===== src/rtl/fadd_result_uart_tx.sv =====
// Consumer end of the fadd result handshake: latches a 32-bit answer and sends it as
// four 8N1 UART bytes on txd, then pulses received once per captured result.
`timescale 1ns/1ps
module fadd_result_uart_tx #(
   parameter int unsigned CLK_PER_HALF_BIT = 5208,
   parameter bit          MSB_BYTE_FIRST   = 1'b1
) (
   input  logic        clk,
   input  logic        rstn,
   input  logic [31:0] answer,
   input  logic        answer_ready,
   output logic        received,
   output logic        txd,
   output logic        busy
);

   localparam int unsigned BP = 2 * CLK_PER_HALF_BIT;
   localparam int unsigned CW = (BP > 1) ? $clog2(BP) : 1;
   localparam logic [CW-1:0] CNT_LAST = CW'(BP - 1);

   typedef enum logic [2:0] {
      S_IDLE,
      S_START,
      S_DATA,
      S_STOP,
      S_DONE,
      S_WAIT_DROP
   } state_t;

   state_t        state;
   logic [31:0]   shift_buf;
   logic [CW-1:0] bit_cnt;
   logic [2:0]    bit_idx;
   logic [1:0]    byte_idx;
   logic [1:0]    byte_sel;
   logic [7:0]    cur_byte;
   logic [2:0]    next_bit;
   logic          bit_end;

   always_comb begin
      byte_sel = MSB_BYTE_FIRST ? (2'd3 - byte_idx) : byte_idx;
      cur_byte = shift_buf[{byte_sel, 3'b000} +: 8];
      next_bit = bit_idx + 3'd1;
      bit_end  = (bit_cnt == CNT_LAST);
   end

   always_ff @(posedge clk) begin
      if (!rstn) begin
         state     <= S_IDLE;
         txd       <= 1'b1;
         received  <= 1'b0;
         busy      <= 1'b0;
         bit_cnt   <= '0;
         bit_idx   <= '0;
         byte_idx  <= '0;
         shift_buf <= '0;
      end else begin
         received <= 1'b0;
         case (state)
            S_IDLE: begin
               txd     <= 1'b1;
               busy    <= 1'b0;
               bit_cnt <= '0;
               if (answer_ready) begin
                  shift_buf <= answer;
                  byte_idx  <= '0;
                  bit_idx   <= '0;
                  busy      <= 1'b1;
                  txd       <= 1'b0;
                  state     <= S_START;
               end
            end
            S_START: begin
               if (bit_end) begin
                  bit_cnt <= '0;
                  bit_idx <= '0;
                  txd     <= cur_byte[0];
                  state   <= S_DATA;
               end else begin
                  bit_cnt <= bit_cnt + CW'(1);
               end
            end
            S_DATA: begin
               if (bit_end) begin
                  bit_cnt <= '0;
                  if (bit_idx == 3'd7) begin
                     txd   <= 1'b1;
                     state <= S_STOP;
                  end else begin
                     bit_idx <= next_bit;
                     txd     <= cur_byte[next_bit];
                  end
               end else begin
                  bit_cnt <= bit_cnt + CW'(1);
               end
            end
            S_STOP: begin
               if (bit_end) begin
                  bit_cnt <= '0;
                  if (byte_idx == 2'd3) begin
                     received <= 1'b1;
                     state    <= S_DONE;
                  end else begin
                     // next start bit follows the stop bit with no idle gap
                     byte_idx <= byte_idx + 2'd1;
                     txd      <= 1'b0;
                     state    <= S_START;
                  end
               end else begin
                  bit_cnt <= bit_cnt + CW'(1);
               end
            end
            S_DONE: begin
               txd   <= 1'b1;
               state <= S_WAIT_DROP;
            end
            S_WAIT_DROP: begin
               // hold off until the producer withdraws ready, so one result yields one frame
               txd <= 1'b1;
               if (!answer_ready) begin
                  busy  <= 1'b0;
                  state <= S_IDLE;
               end
            end
            default: begin
               txd   <= 1'b1;
               busy  <= 1'b0;
               state <= S_IDLE;
            end
         endcase
      end
   end

endmodule

===== config.mk =====
export PLATFORM = sky130hd
export DESIGN_NAME = fadd_result_uart_tx
export DESIGN_NICKNAME = d
export VERILOG_FILES = /design/src/rtl/fadd_result_uart_tx.sv
export SDC_FILE = /design/constraint.sdc
export NUM_CORES = 1
export LEC_CHECK = 0
export BUFFER_PORTS_ARGS = -buffer_cell sky130_fd_sc_hd__clkbuf_2
export CAP_MARGIN = 20
export CORE_ASPECT_RATIO = 1.75
export CORE_MARGIN = 4
export CORE_UTILIZATION = 38
export DETAILED_ROUTE_END_ITERATION = 7
export GPL_TIMING_DRIVEN = 0
export HOLD_SLACK_MARGIN = 0.03
export PLACE_DENSITY_LB_ADDON = 0.15
export SETUP_SLACK_MARGIN = 0.1
export SLEW_MARGIN = 10
export SYNTH_ARGS = -nofsm -noshare
export SYNTH_HDL_FRONTEND = slang
export SYNTH_SLANG_ARGS = --single-unit

===== constraint.sdc =====
create_clock -name clk -period 5.8 [get_ports clk]
set_clock_uncertainty 0.1 [all_clocks]
set_input_delay 0.58 -clock clk [delete_from_list [all_inputs] [get_ports clk]]
set_output_delay 0.58 -clock clk [all_outputs]
set_load 0.01 [all_outputs]

# [Word level (Yosys, flattened, before mapping)]
# Index checks and enable logic that the tools add are counted.
[word_totals] in_bits=35 wordCells=76 out_inout_bits=3 ff_bits=57
[classes] add_sub_neg=4 n_shift=1 eq_ne=16 muxes=32 reduce_logical=13 bitwise=1 n_lt_le_gt_ge=1
[op_table] op="$mux W3" count=11
[op_table] op="$shiftx A32 B6 Y8" count=1
[op_table] op="$pmux W14 S2" count=1
[op_table] op="$pmux W3 S6" count=1
[op_table] op="$ne A2 B2 Y1 const B" count=8
[op_table] op="$add A14 B1 Y14 const B" count=1
[op_table] op="$eq A14 B14 Y1 const B" count=1
[op_table] op="$mux W14" count=1
[op_table] op="$mux W1" count=10
[op_table] op="$eq A3 B3 Y1 const B" count=3
[op_table] op="$pmux W3 S3" count=1
[op_table] op="$reduce_and A4 Y1" count=2
[op_table] op="$eq A3 B2 Y1 const B" count=2
[op_table] op="$mux W2" count=3
[op_table] op="$reduce_and A6 Y1" count=1
[op_table] op="$reduce_and A5 Y1" count=1
[op_table] op="$lt A3 B4 Y1 const B" count=1
[op_table] op="$pmux W1 S4" count=1
[op_table] op="$pmux W2 S2" count=1
[op_table] op="$reduce_and A2 Y1" count=2
[op_table] op="$reduce_bool A2 Y1" count=2
[op_table] op="$reduce_or A4 Y1" count=1
[op_table] op="$add A3 B1 Y3 const B" count=1
[op_table] op="$bmux W1 S3" count=1
[op_table] op="10 further kinds" count=10

# [Logic depth before layout (Yosys ltp)]
[logic_depth] ltp_word=7 mapped_depth=9 ltp_nobuf=8

# [Worst setup path before layout]
# OpenSTA, ideal clock, no wires.
[synth_path] kind="register to register" start="register bit_cnt[8]" end="register bit_cnt[13]" setup_slack_ns=3.817 arrival_ns=1.764 period_less_slack_ns=1.983 setup_ns=0.119 n_path_buf=2 required_time_ns=5.581 stages_incl_launch_ff=9 path_cell_list="dfxtp_1 or4b_1 nor4_2 buf_4 nor3_1 buf_2 o21a_1 o21ai_1 a21boi_1"
[synth_between] elab_chain_len=3 word_cells_on_any_way=4 cone_classes="add/sub (1); eq/ne (1); mux (2)"
[synth_lines] element="start, declared" line_no="32" source="logic [CW-1:0] bit_cnt;"
[synth_lines] element="start signal, assigned" line_no="80" source="bit_cnt <= bit_cnt + CW'(1);"
[synth_lines] element="start signal, assigned" line_no="94" source="bit_cnt <= bit_cnt + CW'(1);"
[synth_lines] element="start signal, assigned" line_no="110" source="bit_cnt <= bit_cnt + CW'(1);"
[synth_lines] element="$add A14 B1 Y14 or $eq A14 B14 Y1 (tied branches)"
[synth_lines] element="$mux W14 *" line_no="74, 84, 98"
[synth_lines] element="$pmux W14 S2 *" line_no="59" source="case (state)"
# Every way passes the cells marked *; elsewhere a longest branch is shown, timed or not.
# A chain may end at the register's enable or synchronous reset.

# [Worst setup path after layout]
[layout_path] start="register byte_idx[0]" end="register txd"
[layout_between] elab_chain_len=7 word_cells_on_any_way=11 cone_classes="add/sub (1); eq/ne (2); shift (1); mux (6); reduce/logical (1)"
[layout_lines] element="start, declared" line_no="34" source="logic [1:0] byte_idx;"
[layout_lines] element="start signal, assigned" line_no="105" source="byte_idx <= byte_idx + 2'd1;"
[layout_lines] element="$sub A2 B2 Y2" line_no="41" source="byte_sel = MSB_BYTE_FIRST ? (2'd3 - byte_idx) : byte_idx;"
[layout_lines] element="$shiftx A32 B6 Y8" line_no="42" source="cur_byte = shift_buf[{byte_sel, 3'b000} +: 8];"
[layout_lines] element="$bmux W1 S3" line_no="91" source="txd <= cur_byte[next_bit];"
[layout_lines] element="$mux W1 (not written as such)" line_no="91"
[layout_lines] element="$mux W1" line_no="86" source="if (bit_idx == 3'd7) begin"
[layout_lines] element="$mux W1" line_no="84" source="if (bit_end) begin"
[layout_lines] element="$pmux W1 S4" line_no="59"
[layout_lines] element="end signal, assigned" line_no="77" source="txd <= cur_byte[0];"
[layout_lines] element="end signal, assigned" line_no="91"
[layout_lines] element="end, declared" line_no="13" source="output logic txd,"
# Parallel ways exist; a longest one is shown, timed or not. The select of a mux whose other input is x is not followed.

==> results.yml <==
run_status:
  status: "completed"
setup_path:
  reg2reg_setup_slack_ns: 3.54
  crit_fanout: 10
  worstReg2RegStart: "byte_idx[0]"
  r2r-end: "txd"
  setup.worst_path.end_class: "flip-flop"
  startpoint_type: "flip-flop"
  cp_cell_sequence: "buf_2 -> mux4_2 -> a2111oi_0 -> a2111oi_0 -> o22ai_1 -> nand2_1"
  cp_common_cell: "a2111oi_0"
  arrival_ns: 2.35
  startpoint: "byte_idx[0]"
  critPathMaxStageDelay_ns: 0.55
  crit_required_ns: 5.89
  crit_type: "flip-flop to flip-flop"
  cp_slowest_cell: "mux4_2"
  crit_path_end: "txd"
  reg2regPathDepth: 6
place:
  place.detailed.hpwl_microns: 5740
  port_buffers: 36
  place_ws_ns: 3.51
  place.gp.congestion: 0.838
clocking:
  numCtsBuffers: 9
  clock_sinks: 57
  cts_tree: "yes"
  path_clk_slew_ns: 0.05
  hold_buffers: 0
  clkLatencyLatePin_ns: 0.32
  cts_buffer_depth: 2
  cts_resized: 0
  cts_root_buffer: "clkbuf_16"
  h-tree-depth: 3
  postCtsSetupBuffers: 0
layout:
  final_cell_mix: "nand2_1, dfxtp_1, clkbuf_2"
  diodes: 0
  final_nets: 430
  area_delta_synth_final_pct: 21.0
  drive_gt1_share_pct: 17.7
  fill_cells: 739
  final_common_cell: "nand2_1"
  post-route-util_pct: 47.8
timing:
  finalSetupTns_ns: 0
  setup_viol: 0
  rsz0062_at_grt: "no"
  fin_worst_hold_slack_ns: 0.354
  setup_slack_ns: 3.54
  slew_headroom_pct: 58.8
  finalHoldViolCount: 0
  max_freq_mhz: 442
  min_period_ns: 2.26
  worst_pin_slew_ns: 0.613
  drv_slew: 0
  min_period_over_period_pct: 39.0
synthesis:
  synth_simple_gate_area_share_pct: 25.8
  synth_compound_area_share_pct: 21.0
  synth_top_family_by_area: "simple AND/OR/NAND/NOR gates"
  synth_nets: 383
  ys_seq_elements: 57
  synth_area_sq_um: 2880
  synth_xor_area_share_pct: 0.304
  synth_area_per_cell_sq_um: 8.36
  synth_mux_area_share_pct: 7.66
  yosys_warnings: 0
  async_reset_ff_share_pct: 0
  seq_area_frac_synth_pct: 39.7
  synth-main-ff-cell: "dfxtp_1"
  synthCells: 344
  ys_types: 45
  synth-adder-area-share_pct: 1.74
  synth_edf_count: 0
hold_path:
  worstHoldStart: "shift_buf[2]"
  hp-class: "flip-flop to flip-flop"
routing:
  routedWlPerCell_microns: 15.9
  wirelength_microns: 7630
  viasPerCell: 5.44
  drc: 0
  final_antenna_net_count: 0
  detail_route.iter0.violations: 113
  drtPass1Iterations: 4
  vias: 2616
die:
  core_area_sq_um: 7280
  die_area_sq_um: 9080
  row_count: 41
  fp.dieH_microns: 123
  die_w_microns: 73.8
  ioPinCount: 38
  initial_core_util_pct: 39.5
pwr:
  totalPowerFinal_mw: 1.05
  p_int_mw: 0.821
  switching_share_pct: 21.9
  seqPwrFrac_pct: 39.9
  p_per_area_nw_per_um2: 302
  clockPowerShare_pct: 51.9
  p_switching_mw: 0.230
  vdd_drop_max_uv: 169
  p_leak_nw: 1.31
  power_frac_comb_pct: 8.2
grt:
  antenna_found_initial: 0
  grt_use_total_pct: 18.9
  gr-total-overflow: 0
  grt_max_degree: 11
  grt_pass1_wl_microns: 12800
  grt_pass1_vias: 2665
job:
  maxCapViolCount: 0
==> power by group through the flow <==
stage	logic (mW)	registers, mW	clock network (mW)
after floorplan	0.0558	0.423	0
after global placement	0.0861	0.426	0
after detailed placement	0.0875	0.426	0
after CTS	0.0879	0.419	0.556
after global routing	0.0985	0.420	0.576
final	0.0864	0.419	0.545
==> layer usage <==
| metal | track usage [%] | vias to the layer above | wire [microns] |
|---|---|---|---|
| met5 | 0 | - | 0 |
| met4 | 12.5 | 0 | 303 |
| met3 | 4.07 | 21 | 318 |
| met2 | 32.4 | 55 | 4130 |
| met1 | 20.2 | 1240 | 2880 |
| li1 | - | 1300 | - |
==> flip-flops by register name, indices dropped and copies added (netlist names) <==
signal	flops
shift_buf	32
bit_cnt	14
bit_idx	3
state	3
byte_idx	2
busy	1
received	1
txd	1
==> kinds of logic after synthesis <==
kind of cell	Yosys count
muxes	13
buffers and inverters	27
and+or+nand+nor	153
xor gates and xnor gates	1
adders and majority gates	4
DFF	57
AOI/OAI and AO/OA	89
==> worst min path at each step <==
stage                                to  slack [ns]  cells past startpoint
after global routing       shift_buf[0]        0.38                      2
after CTS                 shift_buf[29]        0.35                      2
after global placement    shift_buf[30]        0.34                      2
after floorplan            shift_buf[0]        0.33                      2
after detailed placement  shift_buf[29]        0.35                      2
final                      shift_buf[2]        0.35                      2
==> final cells by class <==
class	count	area (sq um)	area share, %
multi-input combinational	260	1620	46.7
tap	86	108	3.09
clock inverter	2	35.0	1.01
clock buffer	13	280	8.05
buffer	24	100	2.88
inverter	3	11.3	0.324
sequential	57	1140	32.8
timing repair buffer	36	180	5.18
==> metrics by stage <==
step | cells | area, sq um
after floorplan | 344 | 2880
after global placement | 466 | 3160
after detailed placement | 466 | 3160
after CTS | 481 | 3480
after global routing | 481 | 3480
final | 481 | 3480
==> worst max-delay path, delay by kind of cell (launching register included) <==
kind                   cells  cell delay [ns]
buffers and inverters      1             0.31
AND/OR/NAND/NOR            1             0.07
AO/OA/AOI/OAI              3             0.78
multiplexers               1             0.55
flip-flops                 1             0.32
==> synth_stat cells (2+ instances only) <==
cell type / count / area (sq um)
nand2_1: 80 / 300
nand3b_1: 8 / 60.1
o211a_1: 2 / 20.0
buf_2: 5 / 25.0
nor2b_1: 5 / 31.3
nand3_1: 9 / 45.0
a2111oi_0: 2 / 17.5
nor4_2: 2 / 25.0
o21ai_1: 9 / 45.0
mux2_2: 2 / 22.5
or4b_1: 3 / 30.0
and2_1: 5 / 31.3
a21boi_0: 18 / 135
nand4_1: 2 / 12.5
ha_1: 4 / 50.1
and3_1: 3 / 18.8
mux2i_1: 4 / 40.0
inv_1: 3 / 11.3
a31oi_1: 3 / 18.8
mux4_2: 7 / 158
o21ai_0: 10 / 50.1
nor2_1: 19 / 71.3
a21oi_1: 8 / 40.0
o211ai_1: 3 / 22.5
nor3_1: 4 / 20.0
a21boi_1: 25 / 188
nor3b_1: 2 / 15.0
nand2b_1: 5 / 31.3
clkbuf_1: 17 / 63.8
o22ai_1: 3 / 18.8
dfxtp_1: 57 / 1140
a22oi_1: 2 / 15.0
(Power assumes the default switching activity.)
